<file path="config.mk">
export PLATFORM = sky130hd
export DESIGN_NAME = pi_err_gen
export DESIGN_NICKNAME = d
export VERILOG_FILES = /design/src/rtl/pi_err_gen.sv
export SDC_FILE = /design/constraint.sdc
export NUM_CORES = 1
export LEC_CHECK = 0
export ABC_AREA = 1
export CORE_MARGIN = 3
export CORE_UTILIZATION = 60
export CTS_CLUSTER_DIAMETER = 120
export DETAILED_ROUTE_END_ITERATION = 6
export HOLD_SLACK_MARGIN = 0.12
export PLACE_DENSITY = 0.83
export SYNTH_ARGS = -nofsm -noshare
export SYNTH_HDL_FRONTEND = slang
export SYNTH_SLANG_ARGS = --single-unit
</file>
<file path="constraint.sdc">
create_clock -name clk -period 4.5 [get_ports clk]
set_input_delay 0.9 -clock clk [delete_from_list [all_inputs] [get_ports clk]]
set_output_delay 0.9 -clock clk [all_outputs]
set_load 0.02 [all_outputs]
</file>
<file path="src/rtl/pi_err_gen.sv">
// Measurement-to-error front end for a PI loop: block-averages measurement samples,
// subtracts the average from a setpoint, then scales and saturates the result.
module pi_err_gen #(
  parameter int wmeas = 16,
  parameter int win   = 18,
  parameter int wdec  = 4
) (
  input  logic                    clk,
  input  logic                    rst_n,
  input  logic signed [wmeas-1:0] meas_in,
  input  logic                    meas_strobe,
  input  logic signed [wmeas-1:0] setpoint,
  input  logic [wdec-1:0]         dec_log2,
  input  logic                    wrap,
  input  logic [2:0]              err_shift,
  input  logic                    clear,
  output logic signed [win-1:0]   err_out,
  output logic                    strobe_out,
  output logic                    sat_flag
);

  localparam int cw = (1 << wdec) - 1;
  localparam int aw = wmeas + cw;
  localparam int ww = (wmeas + 8 > win) ? wmeas + 8 : win;
  localparam logic signed [ww-1:0]  max_w = {{(ww-win+1){1'b0}}, {(win-1){1'b1}}};
  localparam logic signed [ww-1:0]  min_w = {{(ww-win+1){1'b1}}, {(win-1){1'b0}}};
  localparam logic signed [win-1:0] max_o = {1'b0, {(win-1){1'b1}}};
  localparam logic signed [win-1:0] min_o = {1'b1, {(win-1){1'b0}}};

  logic signed [aw-1:0]    acc;
  logic signed [aw-1:0]    acc_sum;
  logic [cw-1:0]           count;
  logic [cw-1:0]           last_count;
  logic [wdec-1:0]         dec_lat;
  logic [wdec-1:0]         dec_eff;
  logic                    block_done;

  logic                    s1_valid;
  logic signed [aw-1:0]    s1_sum;
  logic [wdec-1:0]         s1_dec;

  logic signed [wmeas-1:0] avg;
  logic signed [wmeas:0]   diff_raw;
  logic signed [wmeas:0]   diff;

  logic                    s2_valid;
  logic signed [wmeas:0]   s2_diff;
  logic [2:0]              s2_shift;

  logic signed [ww-1:0]    diff_w;
  logic signed [ww-1:0]    shifted;
  logic                    sat_hi;
  logic                    sat_lo;
  logic signed [win-1:0]   sat_val;

  // The first sample of a block uses the live dec_log2, later ones the latched copy.
  always_comb begin
    dec_eff    = (count == '0) ? dec_log2 : dec_lat;
    last_count = (cw'(1) << dec_eff) - cw'(1);
    acc_sum    = acc + {{cw{meas_in[wmeas-1]}}, meas_in};
    block_done = meas_strobe && !clear && (count == last_count);
  end

  always_ff @(posedge clk or negedge rst_n) begin
    if (!rst_n) begin
      acc      <= '0;
      count    <= '0;
      dec_lat  <= '0;
      s1_valid <= 1'b0;
      s1_sum   <= '0;
      s1_dec   <= '0;
    end else begin
      s1_valid <= block_done;
      if (clear) begin
        acc   <= '0;
        count <= '0;
      end else if (meas_strobe) begin
        if (count == '0)
          dec_lat <= dec_log2;
        if (block_done) begin
          acc    <= '0;
          count  <= '0;
          s1_sum <= acc_sum;
          s1_dec <= dec_eff;
        end else begin
          acc   <= acc_sum;
          count <= count + cw'(1);
        end
      end
    end
  end

  // Floor average, then a modular (phase) or full-range difference.
  always_comb begin
    avg      = wmeas'(s1_sum >>> s1_dec);
    diff_raw = {setpoint[wmeas-1], setpoint} - {avg[wmeas-1], avg};
    diff     = wrap ? {diff_raw[wmeas-1], diff_raw[wmeas-1:0]} : diff_raw;
  end

  always_comb begin
    diff_w  = {{(ww-wmeas-1){s2_diff[wmeas]}}, s2_diff};
    shifted = diff_w <<< s2_shift;
    sat_hi  = shifted > max_w;
    sat_lo  = shifted < min_w;
    sat_val = shifted[win-1:0];
    if (sat_hi)
      sat_val = max_o;
    else if (sat_lo)
      sat_val = min_o;
  end

  always_ff @(posedge clk or negedge rst_n) begin
    if (!rst_n) begin
      s2_valid   <= 1'b0;
      s2_diff    <= '0;
      s2_shift   <= '0;
      strobe_out <= 1'b0;
      err_out    <= '0;
      sat_flag   <= 1'b0;
    end else begin
      s2_valid   <= s1_valid;
      strobe_out <= s2_valid;
      if (s1_valid) begin
        s2_diff  <= diff;
        s2_shift <= err_shift;
      end
      if (s2_valid) begin
        err_out  <= sat_val;
        sat_flag <= sat_hi || sat_lo;
      end
    end
  end

endmodule

</file>
==> impl_results.html <==
<table>
<tr><th>Metric</th><th>Value</th></tr>
<tr><th colspan="2">Setup path</th></tr>
<tr><td>Reg2Reg Depth</td><td>20</td></tr>
<tr><td>Peak per-stage delay on the critical path</td><td>between 500 and 600 ps</td></tr>
<tr><td>Slack of the worst reg-to-reg path</td><td>~620 ps</td></tr>
<tr><td>Critical Path Stages</td><td>20</td></tr>
<tr><td>Startpoint types</td><td>register</td></tr>
<tr><td>RR Startpoint</td><td>s1_dec[0]</td></tr>
<tr><td>Slowest stage cell, crit path</td><td>sky130_fd_sc_hd__dfrtp_1</td></tr>
<tr><td>Critical path buffers and inverters</td><td>2</td></tr>
<tr><td>Cell chain of the critical path</td><td>buf_4, nand2_1, nand2_1, inv_1, o21ai_0, nand2_1, o21ai_0, o21ai_0, ha_1, nand2_1, o21a_1, o21ai_0, nand2_1, nand2_1, nand2_1, nand2_1, a21boi_0, or2_2, nand3_1, o21ai_0</td></tr>
<tr><td>End of the worst register-to-register path</td><td>s2_diff[13]</td></tr>
<tr><td>Crit-path most repeated cell</td><td>sky130_fd_sc_hd__nand2_1</td></tr>
<tr><td>Cell family contributing the most delay on the critical path</td><td>compound AO/OA/AOI/OAI gates</td></tr>
<tr><td>Critical path required time</td><td>4770 ps</td></tr>
<tr><td>Critical path class</td><td>register to register</td></tr>
<tr><td>Signal arrival time at the worst endpoint</td><td>4150 ps</td></tr>
<tr><td>Crit-path max FO</td><td>25</td></tr>
<tr><td>Type of element capturing the critical path</td><td>register</td></tr>
<tr><th colspan="2">Min path</th></tr>
<tr><td>Hold wc startpoint</td><td>acc[29]</td></tr>
<tr><td>Kind of path behind the tightest hold check</td><td>register to register</td></tr>
<tr><td>Worst hold path depth</td><td>2</td></tr>
<tr><td>Worst min-delay path endpoint</td><td>acc[29]</td></tr>
<tr><th colspan="2">Job</th></tr>
<tr><td>Maximum Capacitance Violations</td><td>0</td></tr>
<tr><th colspan="2">Logic synthesis</th></tr>
<tr><td>Multiplexer share of the synthesized area</td><td>less than 1%</td></tr>
<tr><td>Largest family of logic cells by synthesized area</td><td>simple AND/OR/NAND/NOR gates</td></tr>
<tr><td>Post-Synthesis Net Count</td><td>roughly 1600</td></tr>
<tr><td>Asr flop ratio synth</td><td>100%</td></tr>
<tr><td>Primary FF master, synth</td><td>sky130_fd_sc_hd__dfrtp_1</td></tr>
<tr><td>Number of register bits inferred by synthesis</td><td>~130</td></tr>
<tr><td>Cell with the most instances after synthesis</td><td>sky130_fd_sc_hd__nand2_1</td></tr>
<tr><td>Adder-cell share of the synthesized area</td><td>around 6.7%</td></tr>
<tr><td>Simple-gate share of the synthesized area</td><td>35.4%</td></tr>
<tr><td>Number of warnings reported in the yosys synthesis log</td><td>0</td></tr>
<tr><td>Post-Syn Area per Cell</td><td>6.56 sq um</td></tr>
<tr><td>Most area-hungry cell type in the Yosys netlist</td><td>sky130_fd_sc_hd__dfrtp_1</td></tr>
<tr><td>Biggest area contributors in the synthesized netlist</td><td>sky130_fd_sc_hd__dfrtp_1, sky130_fd_sc_hd__nand2_1, sky130_fd_sc_hd__o21ai_0, sky130_fd_sc_hd__nand3_1, sky130_fd_sc_hd__ha_1</td></tr>
<tr><td>Share of the synthesized area in the top cell type</td><td>between 30% and 40%</td></tr>
<tr><td>Part of the Yosys area used for sequential elements</td><td>about 32%</td></tr>
<tr><td>Cell types with the highest counts after synthesis</td><td>sky130_fd_sc_hd__nand2_1, sky130_fd_sc_hd__o21ai_0, sky130_fd_sc_hd__dfrtp_1</td></tr>
<tr><td>Synth Area in Compound Gates</td><td>between 10 and 15%</td></tr>
<tr><td>Share of the synthesized netlist area taken by xor and xnor gates</td><td>under 10%</td></tr>
<tr><td>Number of distinct library cells after synthesis</td><td>46</td></tr>
<tr><td>Synth Cell Area</td><td>between 0.009 and 0.01 sq mm</td></tr>
<tr><td>Post-synth EDFFs</td><td>0</td></tr>
<tr><td>Mapped Cells</td><td>1495</td></tr>
<tr><th colspan="2">STA</th></tr>
<tr><td>Slew @ Worst Pin</td><td>a little over 900 ps</td></tr>
<tr><td>Max transition margin</td><td>about two fifths</td></tr>
<tr><td>Period minus WS final</td><td>a little under 4000 ps</td></tr>
<tr><td>Final Hold Violating Endpoints</td><td>0</td></tr>
<tr><td>Total count of max-transition violations in the final report</td><td>0</td></tr>
<tr><td>Final critical-path share of the clock period</td><td>86.2%</td></tr>
<tr><td>RSZ-0062 raised after global routing</td><td>no</td></tr>
<tr><td>Clk_skew</td><td>~9.5 ps</td></tr>
<tr><td>Achievable Freq</td><td>258 MHz</td></tr>
<tr><td>Number of setup violations in the final report</td><td>0</td></tr>
<tr><td>Setup TNS</td><td>0 ps</td></tr>
<tr><th colspan="2">GRT</th></tr>
<tr><td>Global-route wire length before repair</td><td>approximately 44 mm</td></tr>
<tr><td>Pin count of the biggest net entering global routing</td><td>between 60 and 70</td></tr>
<tr><td>Number of antenna violations at the first check in global routing</td><td>0</td></tr>
<tr><td>Met3 Track Usage GR</td><td>about 4.9%</td></tr>
<tr><td>Highest-utilization routing layer at the global route stage</td><td>met2</td></tr>
<tr><td>GR Util met1</td><td>41.7%</td></tr>
<tr><td>Total GRT Usage</td><td>between 20% and 30%</td></tr>
<tr><td>Global-route congestion overflow total</td><td>0</td></tr>
<tr><td>Number of global-route vias before repair</td><td>roughly 9200</td></tr>
<tr><td>Met2 usage</td><td>47.7%</td></tr>
<tr><th colspan="2">Pwr</th></tr>
<tr><td>Power Dens Cells</td><td>between 400 and 500 mW/mm^2</td></tr>
<tr><td>Post-layout total power</td><td>around 4.6 mW</td></tr>
<tr><td>IR Drop Worst-Case VDD</td><td>~270 uV</td></tr>
<tr><td>Leakage power of the design</td><td>between 5 and 6 nW</td></tr>
<tr><th colspan="2">Floorplan</th></tr>
<tr><td>Overall die area</td><td>0.0179 sq mm</td></tr>
<tr><td>Count of standard-cell rows</td><td>46</td></tr>
<tr><td>I/O pin cnt</td><td>64</td></tr>
<tr><td>Floorplan Core Area</td><td>approximately 0.016 sq mm</td></tr>
<tr><td>DIE WIDTH</td><td>134 microns</td></tr>
<tr><td>Initial Utilization</td><td>about three fifths</td></tr>
<tr><td>Height of the die</td><td>134 microns</td></tr>
<tr><th colspan="2">CTS</th></tr>
<tr><td>Post-CTS Setup Inserts</td><td>0</td></tr>
<tr><td>Count of instances resized after the clock tree is built</td><td>0</td></tr>
<tr><td>H-tree lvl count</td><td>4</td></tr>
<tr><td>Maximum buffer depth of the clock tree</td><td>2</td></tr>
<tr><td>CTS root buffer</td><td>sky130_fd_sc_hd__clkbuf_16</td></tr>
<tr><td>Hold buffer count at cts</td><td>0</td></tr>
<tr><td>Clock Sink Count</td><td>approximately 130</td></tr>
<tr><td>TritonCTS Buffers</td><td>17</td></tr>
<tr><td>CTS tree</td><td>built</td></tr>
<tr><td>Latest clock arrival within the worst-skew pair</td><td>420 ps</td></tr>
<tr><td>Clock-pin slew of the registers on the worst-case setup and hold paths</td><td>roughly 60 ps</td></tr>
<tr><th colspan="2">Route</th></tr>
<tr><td>Vias per cell</td><td>5.65</td></tr>
<tr><td>Final WL</td><td>26.2 mm</td></tr>
<tr><td>Drt first-iter violations</td><td>between 900 and 1000</td></tr>
<tr><td>Post-detailed-route DRC marker count</td><td>0</td></tr>
<tr><td>Average wire per standard cell</td><td>14.8 microns</td></tr>
<tr><td>Via count of the routed design</td><td>about 10000</td></tr>
<tr><td>Length of the first detailed-routing pass in iterations</td><td>5</td></tr>
<tr><td>Number of nets with antenna violations after routing</td><td>0</td></tr>
<tr><th colspan="2">Status</th></tr>
<tr><td>Outcome</td><td>completed</td></tr>
<tr><th colspan="2">Place</th></tr>
<tr><td>Port buffer count</td><td>between 60 and 70</td></tr>
<tr><td>Detail Placement HPWL</td><td>between 15 and 20 mm</td></tr>
<tr><td>Global placer's final weighted congestion</td><td>approximately 0.95</td></tr>
<tr><th colspan="2">Layout</th></tr>
<tr><td>Core occupancy in the finished layout</td><td>between 70 and 80%</td></tr>
<tr><td>Nets</td><td>roughly 1600</td></tr>
<tr><td>Total inserted antenna cells</td><td>0</td></tr>
<tr><td>Layout area overhead</td><td>14.5%</td></tr>
<tr><td>Fraction of final layout cells with drive strength greater than 1</td><td>5.87%</td></tr>
</table>
[metrics by stage]
stage | setup slack (ps) | hold slack (ps) | instances | cell area (sq um)
after floorplan | 1070 | 352 | 1495 | 9810
final | 619 | 486 | 1765 | 11200
after global placement | 629 | 467 | 1734 | 10600
after CTS | 684 | 486 | 1765 | 11200
after global routing | 147 | 499 | 1765 | 11200
after detailed placement | 540 | 471 | 1734 | 10600
[layout by cell type, fill, tap and decap left out, types with 7 or more instances in the layout]
master,instances
sky130_fd_sc_hd__xnor2_1,16
sky130_fd_sc_hd__nand2_2,9
sky130_fd_sc_hd__nor2_1,97
sky130_fd_sc_hd__a21oi_1,76
sky130_fd_sc_hd__o211ai_1,13
sky130_fd_sc_hd__clkbuf_16,17
sky130_fd_sc_hd__dfrtp_1,127
sky130_fd_sc_hd__nand2_1,558
sky130_fd_sc_hd__xor2_1,26
sky130_fd_sc_hd__ha_1,49
sky130_fd_sc_hd__nand4_1,7
sky130_fd_sc_hd__o21ai_0,136
sky130_fd_sc_hd__inv_2,12
sky130_fd_sc_hd__nor2_2,7
sky130_fd_sc_hd__nand3_1,123
sky130_fd_sc_hd__clkdlybuf4s50_1,62
sky130_fd_sc_hd__inv_1,110
sky130_fd_sc_hd__o21ai_1,11
sky130_fd_sc_hd__buf_4,13
sky130_fd_sc_hd__nor3_1,11
[power by group]
part / total [mW] / internal [mW] / switching [mW]
registers: 1.28 / 1.22 / 0.0618
clock network: 1.50 / 0.959 / 0.542
logic: 1.81 / 0.582 / 1.23
total: 4.59 / 2.76 / 1.83
[final cells by class]
cell class                      instances  area (sq um)
Multi-Input combinational cell       1189          5930
Fill cell                            1360          4710
Sequential cell                       127          3180
Timing Repair Buffer                   76           738
Inverter                              126           475
Clock buffer                           19           453
Tap cell                              216           270
Clock inverter                         12           183
[tightest hold or removal path: cells and delay by family, from the launching register on]
kind	cells	cell delay, ps
flip-flops	1	350
AND/OR/NAND/NOR	2	100
[per-layer routing]
layer  vias up  share of wire, %
met5         -                 0
met3        59               5.8
li1       4959                 -
met2       390                46
met4         0               2.4
met1      4560                45
[how the worst max path moves through the flow]
stage / from / endpoint
after floorplan: s1_dec[0] / s2_diff[16]
after global placement: dec_log2[1] / count[3]
after detailed placement: dec_log2[1] / count[6]
after CTS: s1_dec[0] / s2_diff[13]
after global routing: s1_dec[0] / s2_diff[16]
final: s1_dec[0] / s2_diff[13]
[sequential cells by signal (all words and copies together), names as in the netlist, 3 cells and up]
signal	cells
err_out	18
s1_dec	4
s1_sum	31
s2_shift	3
s2_diff	17
acc	31
count	15
dec_lat	4
[kinds of logic after synthesis]
logic type               count (synthesis)
adder cells (fa/ha/maj)                 51
XOR/XNOR                                42
flip-flops                             127
buffers and inverters                  179
AND/OR/NAND/NOR                        831
AO/OA/AOI/OAI                          262
multiplexers                             3
No activity file was read; power rests on OpenSTA's default activity.
==> variant, RTL diff (config.mk and constraints unchanged) <==
Make the reset (`rst_n`) synchronous in 2 clocked blocks.
--- a/src/rtl/pi_err_gen.sv
+++ b/src/rtl/pi_err_gen.sv
@@ -63,3 +63,3 @@
 
-  always_ff @(posedge clk or negedge rst_n) begin
+  always_ff @(posedge clk) begin
     if (!rst_n) begin
@@ -111,3 +111,3 @@
 
-  always_ff @(posedge clk or negedge rst_n) begin
+  always_ff @(posedge clk) begin
     if (!rst_n) begin
Formal check against the unedited RTL: differs if rst_n is asserted again (counterexample within 4 cycles, from zero or initial values and one cycle with rst_n low); with rst_n held inactive, the same outputs for 4 cycles.
==> variant against the unedited design <==
  * Design area shrank 4.0%
  * Synthesized cell count grew 2.9%
  * Sequential cell count did not move
  * Setup slack improved by 0.057 ns
  * Sequential share of layout area fell by 4.7 points
  * Routed wire length down 2.7%
  * Core utilization is 0.29 points lower
  * Area after synthesis shrank 3.0%
  * Non-clock buffer count increased by 4
  * Worst hold slack worse by 0.021 ns
  * Via count is 0.71% higher
  * Highest routed layer unchanged
Power is not compared: it rests on default switching activity, and its combinational part moved more than twofold at a synthesized area within 25%.
==> variant: results (changes against the unedited design) <==
Outcome
  – Status: completed (unchanged)

Synth
  – Mapped Nets: 1633 (was 1590)
  – Top cells by count, synth: nand2_1 (400), nor2_1 (162), o21ai_0 (158), inv_1 (143), dfxtp_1 (127) (was nand2_1 (558), o21ai_0 (136), dfrtp_1 (127), nand3_1 (123), inv_1 (110))
  – Compound-Gate Fraction of Synth Area: 0.200 (was 0.143)
  – Sequential cell area fraction in the yosys report: 0.267 (was 0.324)
  – Mean Syn Cell Area: 6.18 um^2 (was 6.56 um^2)
  – Mux contribution to synthesized area: 0.00842 (was 0.00306)
  – Xor and xnor area share after synthesis: 0.0424 (was 0.0375)
  – Top FF cell, synth: dfxtp_1 (was dfrtp_1)
  – Yosys cell types: 42 (was 46)

Worst setup path
  – CP arrival: 4.14 ns (was 4.15 ns)
  – Slowest cell on crit path: fa_1 (was dfrtp_1)
  – Critical path peak fanout: 22 (was 25)
  – Critical Path Max Stage Delay: 0.41 ns (was 0.53 ns)

Global routing
  – Vias in the first global route: 9131 (was 9164)
  – Pin count of the biggest net entering global routing: 74 (was 68)
  – First-pass GRT wire length: 42500 um (was 43900 um)
  – Gr usage total: 0.291 (was 0.298)

Drt
  – 1st-iter DRT viols: 652 (was 983)
  – Vias per cell: 5.59 (was 5.65)
  – Final WL: 25500 um (was 26200 um)
  – Wirelength per Cell: 14.2 um (was 14.8 um)
  – DR pass1 iterations: 5 (unchanged)

STA
  – Final Skew: 0.00844 ns (was 0.00946 ns)
  – Worst Tran Pin Value: 0.802 ns (was 0.914 ns)
  – Final worst setup slack: 0.676 ns (was 0.619 ns)

Place
  – Dpl cell area: 10200 um^2 (was 10600 um^2)
  – Number of instances in the placed design: 1765 (was 1734)
  – Dpl ws: 0.562 ns (was 0.540 ns)
  – Detail Placement HPWL: 19300 um (was 19500 um)

Finish
  – Layout cells sized above 1: 0.0492 (was 0.0587)
  – Fin nets: 1668 (was 1632)

Clock network
  – CTS resizes: 0 (unchanged)

Min path
  – HP Class: reg2reg (unchanged)
variant: cell types whose count changed after synthesis, moves of 10 or more:
cell / before / now
inv_1: 110 / 143
dfxtp_1: 0 / 127
dfrtp_1: 127 / 0
nand2_1: 558 / 400
nor2_1: 99 / 162
o21ai_1: 11 / 28
o21ai_0: 136 / 158
nand3_1: 123 / 113
a21oi_1: 76 / 126
variant: cell families after synthesis:
kind of cell	count (synthesis)
buf+inv	220
mux	8
fa+ha+maj	51
xor+xnor	46
compound gates	357
flops	127
simple gates	729
variant: routing by layer:
metal  up-vias  track usage  routed length, um
li1       5135            -                  -
met1      4506        0.391              11700
met5         -            0                  0
met2       339        0.473              11500
met3        59       0.0485               1660
met4         0        0.107                671
variant: final timing paths:
check	start	end	cells after the start
setup / recovery	s1_dec[0]	s2_diff[14]	22
hold / removal	err_out[11]	err_out[11]	2
setup reg to reg	s1_dec[0]	s2_diff[14]	22
hold reg to reg	err_out[11]	err_out[11]	2
variant: cell type report:
cell class | count | area [um^2]
multi-input combinational | 1191 | 6080
fill | 1416 | 4590
sequential | 127 | 2540
timing repair buffer | 80 | 753
inverter | 156 | 586
clock buffer | 17 | 425
tap | 211 | 264
clock inverter | 14 | 134
variant: power by group:
| group | internal [mW] | switching, mW |
|---|---|---|
| logic | 0.172 | 0.291 |
| registers | 1.14 | 0.0102 |
| clock network | 0.766 | 0.565 |
| total | 2.08 | 0.866 |
variant: through the flow:
stage                     power, mW  hold slack [ns]
after floorplan                1.49            0.449
after global placement         1.62            0.451
after detailed placement       1.63            0.457
after CTS                      2.95            0.468
after global routing           3.07            0.483
final                          2.94            0.465
variant: worst min-delay path: stages, from the launching register on:
cell and delay (ns):
dfxtp_1 0.31, nand2_1 0.06, a21oi_1 0.05
